$ cat config.mk
export PLATFORM = sky130hd
export DESIGN_NAME = mem_access_stage
export DESIGN_NICKNAME = d
export VERILOG_FILES = /design/src/rtl/mem_access_stage_pkg.sv /design/src/rtl/mem_access_stage_load_align.sv /design/src/rtl/mem_access_stage.sv
export SDC_FILE = /design/constraint.sdc
export NUM_CORES = 1
export LEC_CHECK = 0
export CAP_MARGIN = 20
export CORE_MARGIN = 4
export CORE_UTILIZATION = 37
export DETAILED_ROUTE_END_ITERATION = 10
export HOLD_SLACK_MARGIN = 0.12
export PLACE_DENSITY = 0.87
export SLEW_MARGIN = 10
export SYNTH_ARGS = -nofsm -noshare
export SYNTH_HDL_FRONTEND = slang
export SYNTH_SLANG_ARGS = --single-unit
$ cat constraint.sdc
create_clock -name clk -period 1.6 [get_ports clk]
set_input_delay 0.16 -clock clk [delete_from_list [all_inputs] [get_ports clk]]
set_output_delay 0.16 -clock clk [all_outputs]
set_load 0.01 [all_outputs]
$ cat src/rtl/mem_access_stage_pkg.sv
// Shared pipeline definitions for the data-memory access stage: access-size
// codes, FSM encoding and small lane helpers.
package mem_access_stage_pkg;

    localparam logic [2:0] F3_B  = 3'b000;
    localparam logic [2:0] F3_H  = 3'b001;
    localparam logic [2:0] F3_W  = 3'b010;
    localparam logic [2:0] F3_BU = 3'b100;
    localparam logic [2:0] F3_HU = 3'b101;

    typedef enum logic [1:0] {
        IDLE = 2'd0,
        BUSY = 2'd1,
        DONE = 2'd2
    } mem_state_e;

    // funct3[1:0] carries the size (00 byte, 01 half, 10 word) for loads and stores
    function automatic logic is_misaligned(input logic [1:0] sz, input logic [1:0] off);
        logic mis;
        mis = ((sz == 2'b01) && off[0]) || ((sz == 2'b10) && (off != 2'b00));
        return mis;
    endfunction

    function automatic logic [3:0] lane_mask(input logic [1:0] sz);
        logic [3:0] m;
        case (sz)
            2'b00:   m = 4'b0001;
            2'b01:   m = 4'b0011;
            default: m = 4'b1111;
        endcase
        return m;
    endfunction

endpackage

$ cat src/rtl/mem_access_stage_load_align.sv
// Selects the addressed byte/halfword lane from a read word and sign- or
// zero-extends it; word accesses pass straight through.
module load_align
    import mem_access_stage_pkg::*;
(
    input  logic [31:0] rdata_i,
    input  logic [1:0]  addr_i,
    input  logic [2:0]  funct3_i,
    output logic [31:0] dout_o
);

    logic [31:0] shifted;

    assign shifted = rdata_i >> {addr_i, 3'b000};

    always_comb begin
        dout_o = rdata_i;
        case (funct3_i)
            F3_B:    dout_o = {{24{shifted[7]}}, shifted[7:0]};
            F3_H:    dout_o = {{16{shifted[15]}}, shifted[15:0]};
            F3_BU:   dout_o = {24'd0, shifted[7:0]};
            F3_HU:   dout_o = {16'd0, shifted[15:0]};
            default: dout_o = rdata_i;
        endcase
    end

endmodule

$ cat src/rtl/mem_access_stage.sv
// MEM stage: drives a req/ack data-memory transaction for loads and stores,
// stalls the pipeline while it is in flight and aborts on a watchdog timeout.
module mem_access_stage
    import mem_access_stage_pkg::*;
#(
    parameter int unsigned MAX_WAIT = 15
) (
    input  logic        clk,
    input  logic        rst_n,
    input  logic        MemRead_in,
    input  logic        MemWrite_in,
    input  logic [2:0]  funct3_in,
    input  logic [31:0] ALUResult_in,
    input  logic [31:0] WriteData_in,
    input  logic [4:0]  rdAddr_in,
    input  logic        RegWrite_in,
    input  logic        MemtoReg_in,
    output logic        dmem_req,
    output logic        dmem_we,
    output logic [31:0] dmem_addr,
    output logic [3:0]  dmem_be,
    output logic [31:0] dmem_wdata,
    input  logic        dmem_ack,
    input  logic [31:0] dmem_rdata,
    output logic        stall_mem,
    output logic        MemtoReg_mem,
    output logic        RegWrite_mem,
    output logic [31:0] MemDout_mem,
    output logic [31:0] ALUResult_mem,
    output logic [4:0]  rdAddr_mem,
    output logic        exc_misalign,
    output logic        exc_buserr
);

    localparam int CW = $clog2(MAX_WAIT + 1);

    mem_state_e  state_q;
    logic [CW-1:0] cnt_q;
    logic [31:0] load_q;
    logic        buserr_q;

    logic        access;
    logic [1:0]  off;
    logic        misal;
    logic        start;
    logic        expire;
    logic [3:0]  be_d;
    logic [31:0] wdata_d;
    logic [31:0] load_aligned;

    assign access = MemRead_in | MemWrite_in;
    assign off    = ALUResult_in[1:0];
    assign misal  = access & is_misaligned(funct3_in[1:0], off);
    assign start  = (state_q == IDLE) & access & ~misal;
    assign expire = (cnt_q == CW'(MAX_WAIT - 1));

    assign stall_mem    = start | (state_q == BUSY);
    assign exc_misalign = (state_q == IDLE) & misal;
    assign exc_buserr   = (state_q == DONE) & buserr_q;

    assign ALUResult_mem = ALUResult_in;
    assign rdAddr_mem    = rdAddr_in;
    assign MemtoReg_mem  = MemtoReg_in;
    assign RegWrite_mem  = RegWrite_in & ~exc_misalign & ~exc_buserr;
    assign MemDout_mem   = load_q;

    // Store lanes: narrow data is replicated so the byte enables pick the lane
    assign be_d = lane_mask(funct3_in[1:0]) << off;

    always_comb begin
        wdata_d = WriteData_in;
        case (funct3_in[1:0])
            2'b00:   wdata_d = {4{WriteData_in[7:0]}};
            2'b01:   wdata_d = {2{WriteData_in[15:0]}};
            default: wdata_d = WriteData_in;
        endcase
    end

    // Upstream is stalled during BUSY, so the *_in fields still describe this access
    load_align u_load_align (
        .rdata_i  (dmem_rdata),
        .addr_i   (off),
        .funct3_i (funct3_in),
        .dout_o   (load_aligned)
    );

    always_ff @(posedge clk or negedge rst_n) begin
        if (!rst_n) begin
            state_q    <= IDLE;
            cnt_q      <= '0;
            load_q     <= '0;
            buserr_q   <= 1'b0;
            dmem_req   <= 1'b0;
            dmem_we    <= 1'b0;
            dmem_addr  <= '0;
            dmem_be    <= '0;
            dmem_wdata <= '0;
        end else begin
            case (state_q)
                IDLE: begin
                    buserr_q <= 1'b0;
                    if (start) begin
                        state_q    <= BUSY;
                        cnt_q      <= '0;
                        dmem_req   <= 1'b1;
                        dmem_we    <= MemWrite_in;
                        dmem_addr  <= {ALUResult_in[31:2], 2'b00};
                        dmem_be    <= be_d;
                        dmem_wdata <= wdata_d;
                    end
                end
                BUSY: begin
                    // An ack on the expiry cycle wins over the abort
                    if (dmem_ack) begin
                        state_q  <= DONE;
                        dmem_req <= 1'b0;
                        dmem_we  <= 1'b0;
                        load_q   <= load_aligned;
                    end else if (expire) begin
                        state_q  <= DONE;
                        dmem_req <= 1'b0;
                        dmem_we  <= 1'b0;
                        load_q   <= '0;
                        buserr_q <= 1'b1;
                        cnt_q    <= cnt_q + CW'(1);
                    end else begin
                        cnt_q <= cnt_q + CW'(1);
                    end
                end
                DONE: begin
                    state_q  <= IDLE;
                    buserr_q <= 1'b0;
                end
                default: state_q <= IDLE;
            endcase
        end
    end

endmodule

==> results of run 1 <==
## layout by cell type (no fill, tap or decap), types with 10 or more instances in the layout
master / instances
sky130_fd_sc_hd__buf_4: 35
sky130_fd_sc_hd__a22oi_1: 10
sky130_fd_sc_hd__clkbuf_16: 11
sky130_fd_sc_hd__dfrtp_1: 107
sky130_fd_sc_hd__clkdlybuf4s50_1: 230
sky130_fd_sc_hd__a21oi_1: 26
sky130_fd_sc_hd__o21ai_0: 51
sky130_fd_sc_hd__o21ai_1: 23
sky130_fd_sc_hd__nor2_1: 16
sky130_fd_sc_hd__mux2i_1: 34
sky130_fd_sc_hd__nand2_1: 171
## cell type report
type,instances,area share [%]
multi-input cells,403,26.8
flip-flops and latches,107,31.8
clock inverters,4,0.861
well taps,180,2.67
inverters,5,0.223
clock buffers,12,3.04
repair buffers,291,34.7
## stage by stage
step	instance area [um^2]	setup TNS (ns)
3_3_place_gp	7880	-29.70
5_1_grt	8430	-0.218
6_report	8430	0
4_1_cts	8250	-0.0723
3_5_place_dp	7880	-31.48
2_1_floorplan	5330	0
## tightest hold or removal path, delay by kind of cell
kind | cells | cell delay, ns
and+or+nand+nor | 2 | 0.12
buffers and inverters | 1 | 0.26
## layer usage
metal  up-vias  track usage, %  routed length (um)
met3        35            6.50                1800
met2       262            33.8                8540
li1       2407               -                   -
met1      2459            24.4                6810
met4         0            6.49                 461
met5         -               0                   0
## power by group through the flow
stage | clock network [uW] | logic (uW) | registers [uW]
finish | 2450 | 6590 | 4640
floorplan | 0 | 2020 | 5170
global placement | 0 | 6150 | 4610
global route | 2630 | 7130 | 4800
detailed placement | 0 | 6280 | 4660
CTS | 2520 | 6360 | 4630
## how the worst max path moves through the flow
stage	from	end	slack, ns	cells past startpoint
2_1_floorplan	cnt_q[0]$_DFFE_PN0P_	MemDout_mem[30]$_DFFE_PN0P_	0.01	7
3_3_place_gp	MemWrite_in	RegWrite_mem	-0.64	7
3_5_place_dp	MemWrite_in	RegWrite_mem	-0.67	7
4_1_cts	state_q[1]$_DFFE_PN0P_	RegWrite_mem	-0.04	7
5_1_grt	cnt_q[0]$_DFFE_PN0P_	MemDout_mem[15]$_DFFE_PN0P_	-0.05	7
6_report	cnt_q[0]$_DFFE_PN0P_	MemDout_mem[15]$_DFFE_PN0P_	0.02	7
## cell usage after synthesis (all sizes together), types with 2 or more instances
cell,n
nand2,172
dfrtp,107
o21ai,75
buf,59
mux2i,34
a21oi,27
clkbuf,21
a22oi,18
nor2,18
nand2b,8
o2bb2ai,7
nand3,6
inv,5
nor2b,5
or2,4
and2,3
a221o,2
ha,2
nor3b,2
o22ai,2
## logic make-up (layout without fill, tap and decap cells)
| kind of cell | count (synthesis) | after routing | synth area share, % |
|---|---|---|---|
| flops | 107 | 107 | 50.3 |
| fa+ha+maj | 2 | 2 | 0.470 |
| buf+inv | 85 | 312 | 9.73 |
| simple gates | 225 | 225 | 17.6 |
| compound gates | 139 | 139 | 15.2 |
| mux | 34 | 34 | 6.40 |
| xor+xnor | 1 | 1 | 0.165 |
| other cells | 1 | 2 | 0.0705 |
## flip-flops by register name (all words and copies together) (netlist names)
signal,cells
dmem_addr,30
dmem_req,1
state_q,2
cnt_q,4
dmem_be,4
buserr_q,1
MemDout_mem,32
dmem_we,1
dmem_wdata,32
## what timing repair did
item | in CTS | in global routing
gates cloned | 0 | 3
endpoints found under the setup margin | 28 | 71
hold buffers | 1 | 0
gates resized for setup | 27 | 39
setup buffers | 2 | 3
endpoints found under the hold margin | 107 | 0
pin swaps | 5 | 5
==> metrics, run 1 <==
count of flip-flops with a built-in enable after synthesis 0; launch point of the worst reg-to-reg path cnt_q[0]$_DFFE_PN0P_; area taken by multi-input logic gates 0.00226 mm^2; leak pwr 0.00377 uW; remaining global-route overflow 0; number of global-route vias before repair 4971; final clock skew 0.00534 ns; number of maximum-capacitance constraint violations 0; proportion of layout cells with a drive suffix above 1 11.6%; post-synthesis instance area 0.00532 mm^2; initial DRC count 369; Crit Reg-Reg Endpoint MemDout_mem[15]$_DFFE_PN0P_; min Tclk post-route 1.58 ns; power after layout 13700 uW; portion of total power attributed to the clock network 17.9%; r2r setup slk 0.02 ns; result of the run finished clean; net count reported at finish 930; Top FF cell, synth sky130_fd_sc_hd__dfrtp_1; fraction of power spent switching nets 34.2%; row count 43; Layout Utilization 60.3%; Critical path buffers and inverters 3; P_int 9000 uW; clock transition at the registers of the reported paths 0.07 ns; layout overhead on the synthesized area 58.4%; synthesized instance count 594; wire length of the first global-routing pass 25900 um; largest vdd supply drop 762 uV; category of cells accounting for the largest share of critical-path delay compound AO/OA/AOI/OAI gates; switching power total 4680 uW; clock insertion delay at the later pin of the skew report 0.34 ns; ratio of routed vias to standard cells 5.15; Die Outline Area 0.0164 mm^2; first-pass iteration count of the detailed router 5; I/O Pins 255; relative contribution of sequential cells to total power 33.9%; post-synthesis cell type with the largest combined area sky130_fd_sc_hd__dfrtp_1; Warnings, synthesis 0; TritonCTS clock tree yes; slowest cell delay on critical path 0.38 ns; H-tree level count 3; Post-DP HPWL 12700 um; DRC viols 0; count of vias placed by the detailed router 5163; Post-Place Setup Slack -0.666 ns; count of distinct cell types in the synthesized netlist 43; final-layout fill cell count 1165; achievable clock frequency 633 MHz; width of the chip 128 um; Pins Over Slew Limit 0; element type at the critical path start flip-flop; starting density of the core 38.0%; initial antenna violation count 0; Num Clock Sinks 107; worst hold slack after final layout 0.228 ns; worst setup margin 0.0206 ns; data arrival at the endpoint of the critical path 1.81 ns; average wire length per cell after detail routing 17.6 um; pin count of the biggest net entering global routing 46; flip-flop and latch count after synthesis 107; ordered list of cells on the worst path inv_1 -> ha_1 -> and3_4 -> o21ai_4 -> buf_12 -> clkbuf_16 -> a221o_1; sort of element at the end of the critical path flip-flop; hold path depth 3; FFs w/ async S/R, synth 100%; worst min-delay path endpoint dmem_we$_DFFE_PN0P_; CP Max Fanout 8; Std-Cell Core Area 0.0140 mm^2; Global Route Usage Sum 20.1%; worst-path cell with the longest stage delay sky130_fd_sc_hd__dfrtp_1; final hold vios 0; fraction of synthesized cell area taken by the top area cell type 50.3%; Setup violations, final 0; number of buffers created by CTS 9; number of nets with antenna violations after routing 0; sequential-to-total area share from yosys stat 50.3%; Power Density 1620 mW/mm^2; sequential cell area 0.00268 mm^2; fin cells 1002; leading cell types by total area after synthesis sky130_fd_sc_hd__dfrtp_1 50%, sky130_fd_sc_hd__nand2_1 12%, sky130_fd_sc_hd__buf_4 6.6%, sky130_fd_sc_hd__mux2i_1 6.4%, sky130_fd_sc_hd__o21ai_0 6.3%; placer's final routability congestion estimate 0.822; Hold WC Path Type in -> reg; required time of the worst setup path 1.83 ns; Hold Startpoint MemWrite_in; number of cells on the worst reg-to-reg path 7; setup repair after global routing missed its margin yes; post-route fraction of the period consumed by the critical path 98.7%; diodes inserted 0; root buffer selected by CTS sky130_fd_sc_hd__clkbuf_16; maximum count of clock buffers along a single path 2; critical path start-end classification reg -> reg; total instance count after detailed placement 978; portion of total power attributed to combinational logic 48.2%; Die Ht 128 um; final WL 17600 um; PortBufs 240; mean post-synth cell area 8.96 um^2
Power figures use the tool's default switching activity.
==> run 2, diff against run 1 <==
ABC_CLOCK_PERIOD_IN_PS = 1600   (was default)
CELL_PAD_IN_SITES_DETAIL_PLACEMENT = 2   (was default)
CELL_PAD_IN_SITES_GLOBAL_PLACEMENT = 2   (was default)
CORE_UTILIZATION = 21   (was 37)
PLACE_DENSITY = 0.88   (was 0.87)
==> metrics, run 2 (synthesis gave the netlist of run 1 again) <==
result of the run finished, violations left; violations in the final reports setup timing; most used cell, CP sky130_fd_sc_hd__buf_6; remaining global-route overflow 0 (unchanged); Setup violations, final 4 (+4); Post-DP HPWL 16900 um (+33%); Pins Over Slew Limit 0 (unchanged); min Tclk post-route 1.63 ns (+0.0511 ns); Num Clock Sinks 107 (unchanged); commonest non-fill, non-tap cells in the layout 231 x sky130_fd_sc_hd__clkdlybuf4s50_1, 163 x sky130_fd_sc_hd__nand2_1, 107 x sky130_fd_sc_hd__dfrtp_1; row count 57 (+33%); ratio of routed vias to standard cells 4.49 (-13%); net count reported at finish 953 (+2.5%); sort of element at the end of the critical path primary output; diodes inserted 0 (unchanged); H-tree level count 3 (unchanged); worst hold slack after final layout 0.218 ns (-0.00954 ns); largest vdd supply drop 687 uV (-9.8%); wire length of the first global-routing pass 34700 um (+34%); clock transition at the registers of the reported paths 0.08 ns (about the same); proportion of layout cells with a drive suffix above 1 17.0% (+5.5 points); I/O Pins 255 (unchanged); number of buffers created by CTS 9 (unchanged); Power Density 1610 mW/mm^2 (-0.74%); worst-path cell with the longest stage delay sky130_fd_sc_hd__dfrtp_1; critical path start-end classification reg -> out; Std-Cell Core Area 0.0246 mm^2 (+76%); PortBufs 240 (unchanged); root buffer selected by CTS sky130_fd_sc_hd__clkbuf_16; number of nets with antenna violations after routing 0 (unchanged); element type at the critical path start flip-flop; worst setup margin -0.0306 ns (-0.0511 ns); placer's final routability congestion estimate 0.766 (-6.8%); Hold WC Path Type in -> async; maximum count of clock buffers along a single path 2 (unchanged); initial antenna violation count 0 (unchanged); TritonCTS clock tree yes; fin cells 1169 (+17%); width of the chip 167 um (+31%); most common cell after layout, fill and taps aside sky130_fd_sc_hd__clkdlybuf4s50_1; final WL 23000 um (+31%); total instance count after detailed placement 1138 (+16%); Die Outline Area 0.0280 mm^2 (+71%); category of cells accounting for the largest share of critical-path delay buffers and inverters; Worst Setup SP state_q[0]$_DFFE_PN0P_; launch point of the worst reg-to-reg path state_q[1]$_DFFE_PN0P_; count of vias placed by the detailed router 5251 (+1.7%); ordered list of cells on the worst path nor2_2 -> buf_6 -> nand2_4 -> a21oi_4 -> buf_6 -> buf_6 -> buf_6; final clock skew 0.0108 ns (+0.00545 ns); number of maximum-capacitance constraint violations 0 (unchanged); starting density of the core 21.6% (-16 points); initial DRC count 167 (-55%); Global Route Usage Sum 15.7% (-4.4 points); post-route fraction of the period consumed by the critical path 102% (+3.2 points); layout overhead on the synthesized area 68.1%; number of global-route vias before repair 5906 (+19%); average wire length per cell after detail routing 19.7 um (+12%); slowest cell delay on critical path 0.39 ns (about the same); DRC viols 0 (unchanged); leak pwr 0.00390 uW (+3.4%); pin count of the biggest net entering global routing 63 (+37%); CP Max Fanout 3 (-5); first-pass iteration count of the detailed router 4 (-1); Die Ht 167 um (+31%); required time of the worst setup path 1.44 ns (-0.39 ns); clock insertion delay at the later pin of the skew report 0.36 ns (+0.02 ns); setup repair after global routing missed its margin yes; final hold vios 0 (unchanged); data arrival at the endpoint of the critical path 1.47 ns (-0.34 ns); achievable clock frequency 613 MHz (-3.1%); Critical path buffers and inverters 4 (+1)
run 2: area by class of cell:
class / instances / area, um^2
repair buffers: 314 / 3210
fillers: 2667 / 15700
inverters: 5 / 18.8
well taps: 324 / 405
flip-flops and latches: 107 / 2680
clock buffers: 11 / 243
multi-input cells: 403 / 2360
clock inverters: 5 / 37.5
run 2: timing repair:
| item | 4_1_cts | 5_1_grt |
|---|---|---|
| gates resized for setup | 49 | 75 |
| cloned | 0 | 4 |
| buffers inserted | 5 | 5 |
| pin swaps | 4 | 23 |
| hold buffers | 1 | 0 |
| endpoints found under the setup margin | 75 | 56 |
| endpoints found under the hold margin | 107 | 0 |
run 2: metrics by stage:
stage	utilization (%)	power [uW]	TNS, ns	setup WS (ns)	area, um^2
finish	36.4	14400	-0.0709	-0.0306	8950
global route	36.4	15500	-1.31	-0.120	8950
CTS	35.0	14000	-0.430	-0.225	8610
detailed placement	33.3	11500	-39.13	-0.725	8190
global placement	33.3	11100	-32.44	-0.639	8190
floorplan	-	7190	0	0.0111	5330
run 2: worst paths after layout:
kind / slack, ns / cells past startpoint / to
worst max-delay path: -0.03 / 7 / exc_misalign
worst min-delay path: 0.22 / 2 / dmem_addr[28]$_DFFE_PN0P_
worst max register to register: 0 / 8 / MemDout_mem[20]$_DFFE_PN0P_
worst min register to register: 0.48 / 2 / dmem_addr[29]$_DFFE_PN0P_
max in group asynchronous: 0.82 / 3 / dmem_addr[8]$_DFFE_PN0P_
min in group clk: 0.26 / 3 / dmem_be[2]$_DFFE_PN0P_
run 2: power breakdown:
group	internal [uW]	switching (uW)
registers	3930	798
logic	4070	3400
clock network	1110	1100
run 2: routing by layer:
metal / vias to the layer above / wire length (um) / GRT usage, %
met5: - / 0 / 0
met4: 0 / 190 / 3.07
met3: 13 / 1780 / 5.82
met2: 165 / 12200 / 29.2
met1: 2630 / 8830 / 17.2
li1: 2443 / - / -
run 2: worst register-to-register path, cell delays in order (launching register included):
cell	delay, ns
sky130_fd_sc_hd__dfrtp_1	0.39
sky130_fd_sc_hd__buf_4	0.16
sky130_fd_sc_hd__nor2b_2	0.13
sky130_fd_sc_hd__buf_4	0.14
sky130_fd_sc_hd__o21ai_4	0.09
sky130_fd_sc_hd__buf_12	0.16
sky130_fd_sc_hd__buf_12	0.15
sky130_fd_sc_hd__a22oi_2	0.18
sky130_fd_sc_hd__o21ai_1	0.10
==> run 3, diff against run 2 <==
PLACE_DENSITY = default   (was 0.88)
PLACE_DENSITY_LB_ADDON = 0.1   (was default)
==> metrics, run 3 (synthesis gave the netlist of run 1 again) <==
Global Route Usage Sum 15.8% (+0.087 points); PortBufs 240 (unchanged); final WL 23500 um (+2.4%); final hold vios 0 (unchanged); sequential cell area 0.00268 mm^2 (unchanged); post-route fraction of the period consumed by the critical path 100% (-1.9 points); Setup violations, final 1 (-3); number of maximum-capacitance constraint violations 0 (unchanged); power after layout 14100 uW (-1.8%); largest vdd supply drop 491 uV (-29%); DRC viols 0 (unchanged); Rel. slew slack 66.6%; root buffer selected by CTS sky130_fd_sc_hd__clkbuf_16; TritonCTS clock tree yes; starting density of the core 21.6% (unchanged); sort of element at the end of the critical path flip-flop; initial antenna violation count 0 (unchanged); proportion of layout cells with a drive suffix above 1 14.3% (-2.7 points); critical path start-end classification reg -> reg; element type at the critical path start flip-flop; achievable clock frequency 625 MHz (+1.9%); number of global-route vias before repair 6030 (+2.1%); maximum count of clock buffers along a single path 2 (unchanged); clock insertion delay at the later pin of the skew report 0.36 ns (about the same); Num Clock Sinks 107 (unchanged); placer's final routability congestion estimate 0.779 (+1.6%); most common cell after layout, fill and taps aside sky130_fd_sc_hd__clkdlybuf4s50_1; worst-path cell with the longest stage delay sky130_fd_sc_hd__dfrtp_1; slew at the pin with the worst max-slew slack 0.499 ns; ratio of routed vias to standard cells 4.54 (+1.1%); leak pwr 0.00384 uW (-1.4%); category of cells accounting for the largest share of critical-path delay flip-flops; first-pass iteration count of the detailed router 4 (unchanged); clock transition at the registers of the reported paths 0.07 ns (about the same); fraction of power spent switching nets 36.7% (-0.084 points); min Tclk post-route 1.60 ns (-0.0304 ns); remaining global-route overflow 0 (unchanged); total instance count after detailed placement 1127 (-0.97%); count of vias placed by the detailed router 5249 (-0.038%); I/O Pins 255 (unchanged); Power Density 1610 mW/mm^2 (-0.13%); width of the chip 167 um (unchanged); Die Outline Area 0.0280 mm^2 (unchanged); initial DRC count 129 (-23%); data arrival at the endpoint of the critical path 1.84 ns (+0.37 ns); Critical path buffers and inverters 3 (-1); fin cells 1156 (-1.1%); relative contribution of sequential cells to total power 33.1% (+0.3 points); CP Max Fanout 8 (+5); Pins Over Slew Limit 0 (unchanged); number of nets with antenna violations after routing 0 (unchanged); Post-DP HPWL 17100 um (+0.84%); portion of total power attributed to combinational logic 51.0% (-0.9 points); final clock skew 0.0133 ns (+0.00252 ns); violations in the final reports setup timing; diodes inserted 0 (unchanged); slowest cell delay on critical path 0.38 ns (about the same); setup repair after global routing missed its margin yes; portion of total power attributed to the clock network 15.9% (+0.6 points); commonest non-fill, non-tap cells in the layout 228 x sky130_fd_sc_hd__clkdlybuf4s50_1, 171 x sky130_fd_sc_hd__nand2_1, 107 x sky130_fd_sc_hd__dfrtp_1; required time of the worst setup path 1.84 ns (+0.40 ns); H-tree level count 3 (unchanged); result of the run finished, violations left; P_int 8960 uW (-1.7%); average wire length per cell after detail routing 20.4 um (+3.6%); switching power total 5180 uW (-2.1%); worst setup margin -0.000163 ns (+0.0304 ns); pin count of the biggest net entering global routing 75 (+19%); layout overhead on the synthesized area 65.2%; final-layout fill cell count 2664 (-0.11%); wire length of the first global-routing pass 35100 um (+1.2%); ordered list of cells on the worst path inv_1 -> ha_2 -> and3_4 -> o21ai_4 -> buf_12 -> clkbuf_16 -> a221o_1; net count reported at finish 940 (-1.4%); Hold WC Path Type in -> reg; area taken by multi-input logic gates 0.00231 mm^2 (-1.9%); number of buffers created by CTS 9 (unchanged); row count 57 (unchanged); Std-Cell Core Area 0.0246 mm^2 (unchanged); Die Ht 167 um (unchanged)
-- run 3: cell types whose count changed in the layout (fill, tap and decap cells not counted), moves of 2 or more --
cell and delta:
sky130_fd_sc_hd__nand2_2 -8, sky130_fd_sc_hd__o21ai_2 -6, sky130_fd_sc_hd__clkdlybuf4s50_1 -3, sky130_fd_sc_hd__dlygate4sd2_1 +2, sky130_fd_sc_hd__clkinvlp_4 -2, sky130_fd_sc_hd__buf_12 -2, sky130_fd_sc_hd__o21ai_0 +13, sky130_fd_sc_hd__buf_6 -5
sky130_fd_sc_hd__nand2_1 +8, sky130_fd_sc_hd__buf_4 -8, sky130_fd_sc_hd__clkbuf_8 +2, sky130_fd_sc_hd__o21ai_1 -7
-- run 3: what timing repair did --
action	in CTS	in global routing
resized for setup	45	49
setup endpoints to repair	47	25
pin swaps	6	17
hold endpoints to repair	107	0
gates cloned	0	6
hold buffers	1	0
setup buffers	3	8
-- run 3: worst paths after layout --
check / depth (start not counted) / end / from / slack [ns]
setup / recovery: 7 / MemDout_mem[15]$_DFFE_PN0P_ / cnt_q[0]$_DFFE_PN0P_ / -0.0002
hold / removal: 3 / dmem_we$_DFFE_PN0P_ / MemWrite_in / 0.26
setup reg to reg: 7 / MemDout_mem[15]$_DFFE_PN0P_ / cnt_q[0]$_DFFE_PN0P_ / -0.0002
hold reg to reg: 2 / dmem_addr[21]$_DFFE_PN0P_ / dmem_addr[21]$_DFFE_PN0P_ / 0.48
max in group asynchronous: 3 / dmem_wdata[10]$_DFFE_PN0P_ / rst_n / 0.83
min in group asynchronous: 3 / MemDout_mem[20]$_DFFE_PN0P_ / rst_n / 0.34
-- run 3: cell type report --
class                   count  area share, %
clock buffers              12           2.92
multi-input cells         403           26.3
flip-flops and latches    107           30.4
inverters                   5          0.213
clock inverters             4          0.356
repair buffers            301           35.1
well taps                 324           4.61
-- run 3: routing by layer --
metal  track usage [%]  share of wire (%)
met4              3.85                1.5
met1              17.5                 39
met5                 0                  0
met3              6.08                8.1
met2              28.5                 52
-- run 3: worst reg2reg max path: cells and delay by family, from the launching register on --
| kind | cells | cell delay [ns] |
|---|---|---|
| fa+ha+maj | 1 | 0.16 |
| compound gates | 2 | 0.38 |
| simple gates | 1 | 0.20 |
| buf+inv | 3 | 0.38 |
| flops | 1 | 0.38 |
-- run 3: power groups by stage --
| stage | Sequential [uW] | Combinational, uW | Clock (uW) |
|---|---|---|---|
| CTS | 4690 | 6710 | 2360 |
| global placement | 4660 | 6350 | 0 |
| floorplan | 5170 | 2020 | 0 |
| detailed placement | 4730 | 6590 | 0 |
| finish | 4680 | 7210 | 2250 |
| global route | 4860 | 7880 | 2450 |
-- run 3: per-stage QoR --
| step | hold slack (ns) | instance area, um^2 | setup slack [ns] | TNS, ns | util (%) |
|---|---|---|---|---|---|
| 3_3_place_gp | 0.218 | 8080 | -0.708 | -33.23 | 32.9 |
| 5_1_grt | 0.282 | 8790 | -0.0764 | -0.502 | 35.7 |
| 3_5_place_dp | 0.228 | 8080 | -0.734 | -41.53 | 32.9 |
| 6_report | 0.264 | 8790 | -0.000163 | -0.000163 | 35.7 |
| 2_1_floorplan | -0.136 | 5330 | 0.0111 | 0 | - |
| 4_1_cts | 0.267 | 8460 | -0.0694 | -0.145 | 34.4 |
